File: config.mk
export PLATFORM = sky130hd
export DESIGN_NAME = fetch_unit
export DESIGN_NICKNAME = d
export VERILOG_FILES = /design/src/rtl/cpu_types_pkg.sv /design/src/rtl/next_pc.sv /design/src/rtl/fetch_unit.sv
export SDC_FILE = /design/constraint.sdc
export NUM_CORES = 1
export LEC_CHECK = 0
export ABC_AREA = 1
export BUFFER_PORTS_ARGS = -buffer_cell sky130_fd_sc_hd__buf_2
export CAP_MARGIN = 20
export CORE_MARGIN = 2
export CORE_UTILIZATION = 45
export DETAILED_ROUTE_END_ITERATION = 12
export PLACE_DENSITY = 0.7
export RECOVER_POWER = 25
export SYNTH_ARGS = -nofsm -noshare
export SYNTH_HDL_FRONTEND = slang
export SYNTH_SLANG_ARGS = --single-unit
File: constraint.sdc
create_clock -name CLK -period 3.7 [get_ports CLK]
set_clock_uncertainty 0.2 [all_clocks]
set_input_delay 0.555 -clock CLK [delete_from_list [all_inputs] [get_ports CLK]]
set_output_delay 0.555 -clock CLK [all_outputs]
set_load 0.1 [all_outputs]
File: src/rtl/cpu_types_pkg.sv
// Shared CPU types: word type, fetch FSM states and next-PC select encodings.
package cpu_types_pkg;
  typedef logic [31:0] word_t;

  typedef enum logic [1:0] {
    FETCH  = 2'b00,
    DATA   = 2'b01,
    HALTED = 2'b10
  } fetch_state_t;

  localparam logic [1:0] PC_SEQ = 2'b00;
  localparam logic [1:0] PC_BR  = 2'b01;
  localparam logic [1:0] PC_JMP = 2'b10;
  localparam logic [1:0] PC_JR  = 2'b11;
endpackage

File: src/rtl/next_pc.sv
// Combinational next-PC select: sequential, conditional branch, jump, jump-register.
module next_pc
  import cpu_types_pkg::*;
(
  input  word_t       pc_plus4,
  input  logic [1:0]  pc_src,
  input  logic        bra,
  input  logic        zero,
  input  logic [15:0] imm16,
  input  logic [25:0] jaddr,
  input  word_t       rs_data,
  output word_t       npc
);
  word_t br_off;
  assign br_off = {{14{imm16[15]}}, imm16, 2'b00};

  always_comb begin
    npc = pc_plus4;
    case (pc_src)
      PC_SEQ: npc = pc_plus4;
      // bra flips the sense of the zero flag: BEQ when 0, BNE when 1
      PC_BR:  if (zero ^ bra) npc = pc_plus4 + br_off;
      PC_JMP: npc = {pc_plus4[31:28], jaddr, 2'b00};
      PC_JR:  npc = {rs_data[31:2], 2'b00};
    endcase
  end
endmodule

File: src/rtl/fetch_unit.sv
// Instruction fetch sequencer: owns the PC and arbitrates instruction vs data memory requests.
module fetch_unit
  import cpu_types_pkg::*;
#(
  parameter word_t PC_INIT = 32'h0000_0000
) (
  input  logic        CLK,
  input  logic        RST,
  input  logic [1:0]  PC_src,
  input  logic        bra,
  input  logic        zero,
  input  logic [15:0] imm16,
  input  logic [25:0] jaddr,
  input  word_t       rs_data,
  input  logic        MemRead,
  input  logic        MemWrite,
  input  logic        mem_halt,
  input  logic        ihit,
  input  logic        dhit,
  output word_t       PC,
  output word_t       PC_plus4,
  output logic        iREN,
  output logic        dREN,
  output logic        dWEN,
  output logic        halt
);
  fetch_state_t state, next_state;
  logic         dren_q, dwen_q;
  logic         mem_op, go_data, pc_en;
  word_t        npc;

  assign PC_plus4 = PC + 32'd4;
  assign mem_op   = MemRead | MemWrite;
  assign go_data  = (state == FETCH) && ihit && !mem_halt && mem_op;
  assign pc_en    = ((state == FETCH) && ihit && !mem_halt && !mem_op) ||
                    ((state == DATA) && dhit);

  next_pc u_next_pc (
    .pc_plus4 (PC_plus4),
    .pc_src   (PC_src),
    .bra      (bra),
    .zero     (zero),
    .imm16    (imm16),
    .jaddr    (jaddr),
    .rs_data  (rs_data),
    .npc      (npc)
  );

  always_ff @(posedge CLK or posedge RST) begin
    if (RST) state <= FETCH;
    else     state <= next_state;
  end

  always_comb begin
    next_state = state;
    case (state)
      FETCH:   if (ihit) begin
                 if (mem_halt)    next_state = HALTED;
                 else if (mem_op) next_state = DATA;
               end
      DATA:    if (dhit) next_state = FETCH;
      HALTED:  next_state = HALTED;
      default: next_state = FETCH;
    endcase
  end

  always_comb begin
    iREN = (state == FETCH);
    dREN = (state == DATA) && dren_q;
    dWEN = (state == DATA) && dwen_q;
    halt = (state == HALTED);
  end

  always_ff @(posedge CLK or posedge RST) begin
    if (RST) begin
      PC <= {PC_INIT[31:2], 2'b00};
    end else if (pc_en) begin
      PC <= npc;
    end
  end

  // A malformed decode with both read and write set is treated as a read
  always_ff @(posedge CLK or posedge RST) begin
    if (RST) begin
      dren_q <= 1'b0;
      dwen_q <= 1'b0;
    end else if (go_data) begin
      dren_q <= MemRead;
      dwen_q <= MemWrite & ~MemRead;
    end else if ((state == DATA) && dhit) begin
      dren_q <= 1'b0;
      dwen_q <= 1'b0;
    end
  end
endmodule

==> results of run 1 <==
-- metal layers --
metal / part of all wire, % / wire length [um] / global-route usage (%) / up-vias
met4: 2.2 / 416 / 8.62 / 0
li1: - / - / - / 3387
met3: 7.4 / 1380 / 3.81 / 28
met5: 0 / 0 / 0 / -
met2: 45 / 8540 / 47.1 / 230
met1: 45 / 8440 / 39.7 / 2889
-- kinds of logic (layout without fill, tap and decap cells) --
kind of cell | after synthesis | count (layout)
and+or+nand+nor | 563 | 563
buffers and inverters | 184 | 329
AOI/OAI and AO/OA | 137 | 137
adders and majority gates | 35 | 35
DFF | 34 | 34
xor gates and xnor gates | 17 | 17
other | 1 | 4
-- worst paths after layout --
check                      startpoint  endpoint  slack [ns]  cells past startpoint
max                             PC[2]    PC[30]        0.21                     20
min                            dren_q    dren_q        0.33                      2
max reg2reg                     PC[2]    PC[30]        0.21                     20
min reg2reg                    dren_q    dren_q        0.33                      2
max in group asynchronous         RST     PC[5]        1.26                      3
min in group asynchronous         RST  state[0]        0.73                      3
-- critical path, stage by stage, from the launching register on --
cell	delay [ns]
dfrtp_4	0.48
ha_4	0.14
nand2_1	0.09
nor2_4	0.18
nand3_2	0.14
inv_1	0.11
nand2_1	0.11
xor2_2	0.31
clkinvlp_4	0.21
ha_4	0.32
inv_1	0.07
nor3_2	0.22
and2_1	0.17
and2_1	0.12
nand2_1	0.06
nand2_1	0.07
nand2_1	0.04
nand3_1	0.08
nand3_1	0.13
nand2_1	0.08
inv_1	0.04
-- synthesized netlist by cell type, types with 2 or more instances --
| cell | n | area share [%] |
|---|---|---|
| a211oi_1 | 2 | 0.28 |
| a21o_1 | 3 | 0.41 |
| a21oi_1 | 41 | 3.8 |
| a221oi_1 | 16 | 2.6 |
| a41oi_1 | 2 | 0.32 |
| and2_1 | 5 | 0.57 |
| buf_1 | 2 | 0.14 |
| buf_2 | 6 | 0.55 |
| buf_4 | 5 | 0.69 |
| clkbuf_1 | 9 | 0.62 |
| dfrtp_1 | 34 | 16 |
| ha_1 | 34 | 7.8 |
| inv_1 | 157 | 11 |
| inv_2 | 5 | 0.34 |
| nand2_1 | 349 | 24 |
| nand2_2 | 9 | 1.0 |
| nand2_4 | 2 | 0.41 |
| nand3_1 | 71 | 6.5 |
| nand3_2 | 4 | 0.73 |
| nand3b_1 | 4 | 0.55 |
| nand4_1 | 16 | 1.8 |
| nor2_1 | 71 | 4.9 |
| nor2_2 | 10 | 1.1 |
| nor2_4 | 4 | 0.83 |
| nor2_8 | 2 | 0.73 |
| nor3_1 | 6 | 0.55 |
| o211ai_1 | 4 | 0.55 |
| o21ai_0 | 43 | 3.9 |
| o21ai_1 | 12 | 1.1 |
| o21ai_2 | 3 | 0.48 |
| o21bai_1 | 7 | 0.96 |
| or2_2 | 9 | 1.0 |
| xnor2_1 | 5 | 0.80 |
| xor2_1 | 10 | 1.6 |
| xor2_2 | 2 | 0.60 |
-- per-stage QoR --
stage	hold slack [ns]	utilization, %	setup slack, ns
3_5_place_dp	0.320	55.4	0.142
4_1_cts	0.179	56.7	0.126
3_3_place_gp	0.309	55.4	0.199
6_report	0.328	57.2	0.212
5_1_grt	0.344	57.2	-0.00788
2_1_floorplan	0.291	-	-0.0213
-- flip-flops by register name (all words and copies together), names as in the netlist --
register / flops
PC: 30
dren_q: 1
dwen_q: 1
state: 2
-- cell type report --
| type | count | area share [%] |
|---|---|---|
| multi-input cells | 756 | 60.6 |
| well taps | 147 | 2.70 |
| flip-flops and latches | 34 | 13.3 |
| inverters | 162 | 9.16 |
| clock inverters | 2 | 0.183 |
| clock buffers | 6 | 2.04 |
| repair buffers | 159 | 12.1 |
-- repair_timing --
action,in CTS,in global routing
resized for setup,0,16
endpoints found under the setup margin,0,14
buffers inserted,0,2
==> flow_summary_export.csv, run 1 <==
group,metric,value,unit
synthesis,synth_edf_count,0,
grt,grt_pass1_vias,5839,
clocking,cts_inserted_buffers,5,
detailed_routing,via_per_inst,5.16,
synthesis,synth-simple-area-share,45.1,%
clocking,cts_root_buf,"clkbuf_16",
detailed_routing,via_count,6534,
grt,grt_pass1_wl,29.2,mm
die,core_area,0.0119,mm2
layout,mostFrequentLayoutCells,"342 x nand2_1, 153 x inv_1, 146 x buf_2, 71 x nand3_1, 67 x nor2_1",
layout,final_common_cell,"nand2_1",
layout,nFillCells,1278,
detailed_routing,drtIter0Drc,507,
layout,multi_input_area,0.00413,mm2
layout,area_delta_synth_final,25.0,%
synthesis,synthFlopType,"dfrtp_1",
die,die_h,114,um
placement,dp.final_hpwl,15.6,mm
layout,drive_above_1_share,24.8,%
run,cap_violations,1,
placement,place_inst,1256,
grt,gr-total-overflow,0,
detailed_routing,drt-total-wl,18.8,mm
grt,track_usage,28.8,%
synthesis,synth.avg_cell_area,5.62,um2
clocking,ctsHoldBuffers,0,
placement,post_dp_cell_area,0.00660,mm2
synthesis,synth_top_family_by_area,"simple AND/OR/NAND/NOR gates",
sta,slew_violations,35,
synthesis,ys_seq_area_share,15.6,%
grt,antenna_found_initial,0,
clocking,numClockSinks,34,
die,start_util,45.8,%
detailed_routing,drc,0,
sta,worstMarginPinSlew,1.86,ns
sta,fmax,0.287,GHz
clocking,cts_tree,"done",
die,dieWidth,114,um
detailed_routing,wire_per_inst,14.8,um
synthesis,synthXorXnorAreaFrac,3.01,%
layout,finalNonFillerCells,1266,
synthesis,ys_warn_count,0,
sta,fin_crit,3.49,ns
clocking,htreeDepth,2,
clocking,clock_path_buffers,2,
sta,finalSetupViolations,0,
setup_path,crit_type,"reg2reg",
status,violations,"max-capacitance violations, max-slew violations",
clocking,insertion_delay,0.28,ns
sta,period_share,94.3,%
setup_path,path_max_fanout,6,
die,io_pins,153,
sta,fin_tns_setup,0,ns
sta,hold_viol,0,
status,status,"finished with violations",
placement,gp_congestion,0.987,
die,die-area,0.0130,mm2
die,num_rows,40,
synthesis,synth_area,0.00545,mm2
synthesis,ys_async_sr_fraction,100,%
detailed_routing,ant_nets,0,
placement,portBuffers,146,
synthesis,synthAdderAreaFrac,8.17,%
synthesis,synth_compound_gate_area_share,14.9,%
setup_path,start_kind,"flop",
detailed_routing,firstDrtPassIters,5,
sta,relSlewSlack,-23.7,%
layout,nets,1238,
synthesis,synth.distinct_cells,42,
layout,stdcell_area,0.00682,mm2
synthesis,synthCells,971,
min_path,min_path_type,"reg2reg",
grt,grt_max_degree,35,
setup_path,critical_path_arrival,3.46,ns
layout,n_antenna_cell,0,
setup_path,required,3.68,ns
synthesis,ys_ff_latch,34,
layout,regArea,905,um2
clocking,clk_pin_slew,0.06,ns
synthesis,synthMuxAreaShare,0,%
setup_path,end_kind,"flop",
Power of run 1 is not shown: default switching activity piles up to over one toggle a cycle in this logic, so the estimate is an artifact.
==> run 2: changes to the inputs <==
--- a/constraint.sdc
+++ b/constraint.sdc
@@ -4,2 +4,2 @@
 set_output_delay 0.555 -clock CLK [all_outputs]
-set_load 0.1 [all_outputs]
+set_load 0.02 [all_outputs]
==> flow_summary_export.csv, run 2 (synthesis results as in run 1) <==
group,metric,value,unit
status,status,"finished with violations",
status,violations,"max-capacitance violations, max-slew violations",
clocking,clk_pin_slew,0.06,ns
setup_path,start_kind,"flop",
grt,gr-total-overflow,0,
sta,fin_crit,3.51,ns
detailed_routing,firstDrtPassIters,5,
layout,n_antenna_cell,0,
clocking,post_cts_buffers,0,
setup_path,critPathMaxStageDelay,0.45,ns
setup_path,crit_family,"simple AND/OR/NAND/NOR gates",
setup_path,critical_path_arrival,3.48,ns
sta,holdWs,0.335,ns
detailed_routing,wire_per_inst,15.4,um
sta,fin_tns_setup,0,ns
layout,mostFrequentLayoutCells,"346 x nand2_1, 157 x inv_1, 146 x buf_2, 71 x nand3_1, 66 x nor2_1",
placement,place_inst,1261,
run,cap_violations,1,
clocking,cts_root_buf,"clkbuf_16",
setup_path,reg2reg_from,"PC[2]",
min_path,worstHoldStart,"dren_q",
layout,area_delta_synth_final,21.5,%
sta,period_share,94.8,%
sta,relSlewSlack,-22.9,%
clocking,clock_path_buffers,2,
layout,stdcell_area,0.00663,mm2
power,p_per_area,751,mW/mm2
detailed_routing,drt-total-wl,19.5,mm
sta,finalSetupViolations,0,
sta,fmax,0.285,GHz
die,start_util,45.8,%
detailed_routing,via_per_inst,5.18,
clocking,htreeDepth,2,
grt,antenna_found_initial,0,
detailed_routing,drc,0,
clocking,cts_inserted_buffers,5,
setup_path,worst-path-buf-inv,2,
sta,hold_viol,0,
grt,grt_pass1_wl,30.7,mm
power,irDropWorstVdd,0.475,mV
detailed_routing,drtIter0Drc,621,
setup_path,cpMaxStageDelayCell,"dfrtp_2",
grt,grt_pass1_vias,6071,
clocking,cts_tree,"done",
die,io_pins,153,
power,power,4.97,mW
layout,top_register,"PC",
placement,dp.final_hpwl,16.1,mm
clocking,insertion_delay,0.29,ns
detailed_routing,ant_nets,0,
die,core_area,0.0119,mm2
grt,track_usage,30.2,%
die,die-area,0.0130,mm2
placement,gp_congestion,0.963,
grt,grt_max_degree,35,
setup_path,required,3.67,ns
detailed_routing,via_count,6574,
clocking,numClockSinks,34,
setup_path,path_max_fanout,6,
die,num_rows,40,
setup_path,crit_path_cell_trace,"ha_1 -> nand2_1 -> nor2_4 -> nand3_2 -> inv_1 -> or2_2 -> o21ai_1 -> inv_1 -> ha_4 -> nand2_1 -> nor2_4 -> nand2_1 -> nor2_1 -> nand2_1 -> nand4_1 -> nand3_1 -> nand2_1 -> nand2_1 -> nand2_1 -> nand2_1",
setup_path,crit_type,"reg2reg",
sta,slew_violations,35,
min_path,min_path_type,"reg2reg",
sta,worstMarginPinSlew,1.84,ns
power,leakage,3.93,nW
setup_path,timing.critical_path.mode_cell,"nand2_1",
layout,finalNonFillerCells,1269,
placement,post_dp_cell_area,0.00639,mm2
placement,portBuffers,146,
setup_path,setup.worst_path.start,"PC[2]",
layout,nets,1241,
layout,drive_above_1_share,21.0,%
layout,final_common_cell,"nand2_1",
die,die_h,114,um
setup_path,end_kind,"flop",
die,dieWidth,114,um
layout,largest_reg_flops,30,
layout,reg.largest.list,"PC x30, state x2",
[run 2: final cells by class]
class / count / area [um2]
multi-input combinational: 756 / 3990
inverter: 162 / 608
sequential: 34 / 852
tap: 147 / 184
clock buffer: 7 / 143
timing repair buffer: 162 / 847
fill: 1269 / 5290
clock inverter: 1 / 5.00
[run 2: worst min-delay path: stages, from the launching register on]
cell     delay (ns)
dfrtp_1        0.32
inv_1          0.05
o22ai_1        0.11
[run 2: final timing paths]
path / endpoint / slack [ns] / depth (start not counted)
max in group asynchronous: PC[2] / 1.40 / 3
max reg2reg: PC[25] / 0.19 / 20
min reg2reg: dren_q / 0.33 / 2
max: PC[25] / 0.19 / 20
min: dren_q / 0.33 / 2
min in group asynchronous: PC[5] / 0.71 / 3
[run 2: metal layers]
| layer | track usage, % | wire length [um] |
|---|---|---|
| met5 | 0 | 0 |
| met4 | 6.75 | 312 |
| met3 | 2.12 | 1330 |
| met2 | 49.4 | 8820 |
| met1 | 43.6 | 9040 |
[run 2: repair_timing]
action / 4_1_cts / 5_1_grt
setup endpoints to repair: 0 / 16
hold buffers: 0 / 0
resized for setup: 0 / 22
[run 2: power by group]
group / leakage, nW / internal (mW) / switching (mW)
registers: 0.413 / 0.541 / 0.263
clock network: 0.0739 / 0.267 / 0.163
logic: 3.44 / 1.24 / 2.50
total: 3.93 / 2.05 / 2.93
[run 2: through the flow]
step / worst slack (ns) / util [%]
floorplan: 0.552 / -
global placement: 0.194 / 53.7
detailed placement: 0.155 / 53.7
CTS: 0.120 / 54.9
global route: -0.0431 / 55.6
finish: 0.192 / 55.6
No activity file was read; power rests on OpenSTA's default activity.
==> run 3: changes to the inputs <==
- CORE_ASPECT_RATIO: not set -> 0.75
- CORE_MARGIN: 2 -> 5
==> flow_summary_export.csv, run 3 (synthesis results as in run 1) <==
group,metric,value,unit
detailed_routing,drtIter0Drc,582,
sta,fin_tns_setup,0,ns
clocking,ctsHoldBuffers,0,
layout,top_register,"PC",
setup_path,critical_path_arrival,3.45,ns
sta,fmax,0.288,GHz
layout,area_delta_synth_final,21.8,%
detailed_routing,drc,0,
power,p_per_area,764,mW/mm2
placement,portBuffers,146,
placement,dp.final_hpwl,16.9,mm
layout,post-route-util,56.6,%
grt,track_usage,28.0,%
setup_path,path_max_fanout,5,
power,power,5.07,mW
detailed_routing,via_count,6823,
layout,largest_reg_flops,30,
layout,finalNonFillerCells,1285,
die,dieWidth,137,um
sta,period_share,93.9,%
die,die_h,105,um
placement,post_dp_cell_area,0.00643,mm2
sta,hold_viol,0,
clocking,numClockSinks,34,
clocking,htreeDepth,2,
layout,reg.largest.list,"PC x30, state x2",
setup_path,end_kind,"flop",
die,die-area,0.0144,mm2
clocking,cts_root_buf,"clkbuf_16",
grt,grt_pass1_vias,6087,
detailed_routing,firstDrtPassIters,5,
clocking,clock_path_buffers,2,
grt,grt_pass1_wl,32.3,mm
setup_path,start_kind,"flop",
sta,rsz0062_at_grt,"true",
sta,fin_crit,3.48,ns
power,leakage,3.95,nW
layout,mostFrequentLayoutCells,"348 x nand2_1, 157 x inv_1, 146 x buf_2, 70 x nand3_1, 68 x nor2_1",
min_path,min_path_type,"in2async",
status,status,"finished clean",
run,cap_violations,0,
die,num_rows,34,
grt,antenna_found_initial,0,
setup_path,ff2ff_path_depth,19,
detailed_routing,wire_per_inst,15.9,um
layout,stdcell_area,0.00664,mm2
die,core_area,0.0117,mm2
clocking,clk_pin_slew,0.06,ns
placement,gp_congestion,0.997,
power,irDropWorstVdd,0.449,mV
die,start_util,46.5,%
layout,nets,1243,
layout,final_common_cell,"nand2_1",
clocking,cts_inserted_buffers,5,
layout,nFillCells,1262,
sta,worstMarginPinSlew,1.12,ns
clocking,insertion_delay,0.29,ns
layout,regArea,851,um2
die,io_pins,153,
sta,finalSetupViolations,0,
layout,multi_input_area,0.00395,mm2
detailed_routing,drt-total-wl,20.4,mm
grt,gr-total-overflow,0,
grt,grt_max_degree,32,
clocking,cts_tree,"done",
layout,n_antenna_cell,0,
sta,relSlewSlack,25.4,%
layout,drive_above_1_share,20.7,%
detailed_routing,via_per_inst,5.31,
sta,slew_violations,0,
setup_path,required,3.68,ns
detailed_routing,ant_nets,0,
placement,place_inst,1278,
setup_path,crit_type,"reg2reg",
==> run 3: critical path: stages, from the launching register on <==
cell and delay (ns):
dfrtp_1 0.41, ha_1 0.20, nand2_1 0.10, nor2_4 0.21
nand4_2 0.16, nor2_4 0.21, xor2_1 0.22, inv_1 0.10
ha_1 0.30, nand2_1 0.16, inv_1 0.09, nand2_1 0.08
nor3_2 0.21, nand4_1 0.19, nand4_1 0.13, nand3_1 0.12
nand2_1 0.12, nand2_1 0.06, nand2_1 0.06, nand2_1 0.04
==> run 3: worst paths after layout <==
path,slack [ns],endpoint,from
setup / recovery,0.22,PC[22],PC[3]
hold / removal,0.16,dren_q,RST
setup reg to reg,0.22,PC[22],PC[3]
hold reg to reg,0.34,dren_q,dren_q
max in group asynchronous,1.69,PC[3],RST
min in group CLK,0.33,dwen_q,MemWrite
==> run 3: repair_timing <==
item | in CTS | in global routing
endpoints found under the setup margin | 0 | 12
gates resized for setup | 0 | 14
buffers inserted | 0 | 0
==> run 3: area by class of cell <==
cell class	count	area share (%)
Clock buffer	6	2.09
Clock inverter	1	0.452
Inverter	162	9.15
Multi-Input combinational cell	756	59.5
Sequential cell	34	12.8
Tap cell	162	3.05
Timing Repair Buffer	164	13.0
==> run 3: layer usage <==
layer / up-vias / global-route usage [%] / part of all wire [%]
li1: 3399 / - / -
met4: 0 / 4.20 / 0.89
met5: - / 0 / 0
met1: 3103 / 43.5 / 48
met3: 16 / 4.67 / 9.0
met2: 305 / 41.0 / 42
==> run 3: power breakdown <==
part / leakage [nW] / switching (mW) / internal [mW]
Clock: 0.0829 / 0.172 / 0.333
Combinational: 3.45 / 2.52 / 1.24
Sequential: 0.414 / 0.271 / 0.539
==> run 3: metrics by stage <==
step / hold WS [ns] / worst slack [ns]
after floorplan: 0.291 / 0.552
after detailed placement: 0.331 / 0.196
final: 0.161 / 0.225
after global placement: 0.329 / 0.263
after CTS: 0.193 / 0.184
after global routing: 0.226 / -0.0290
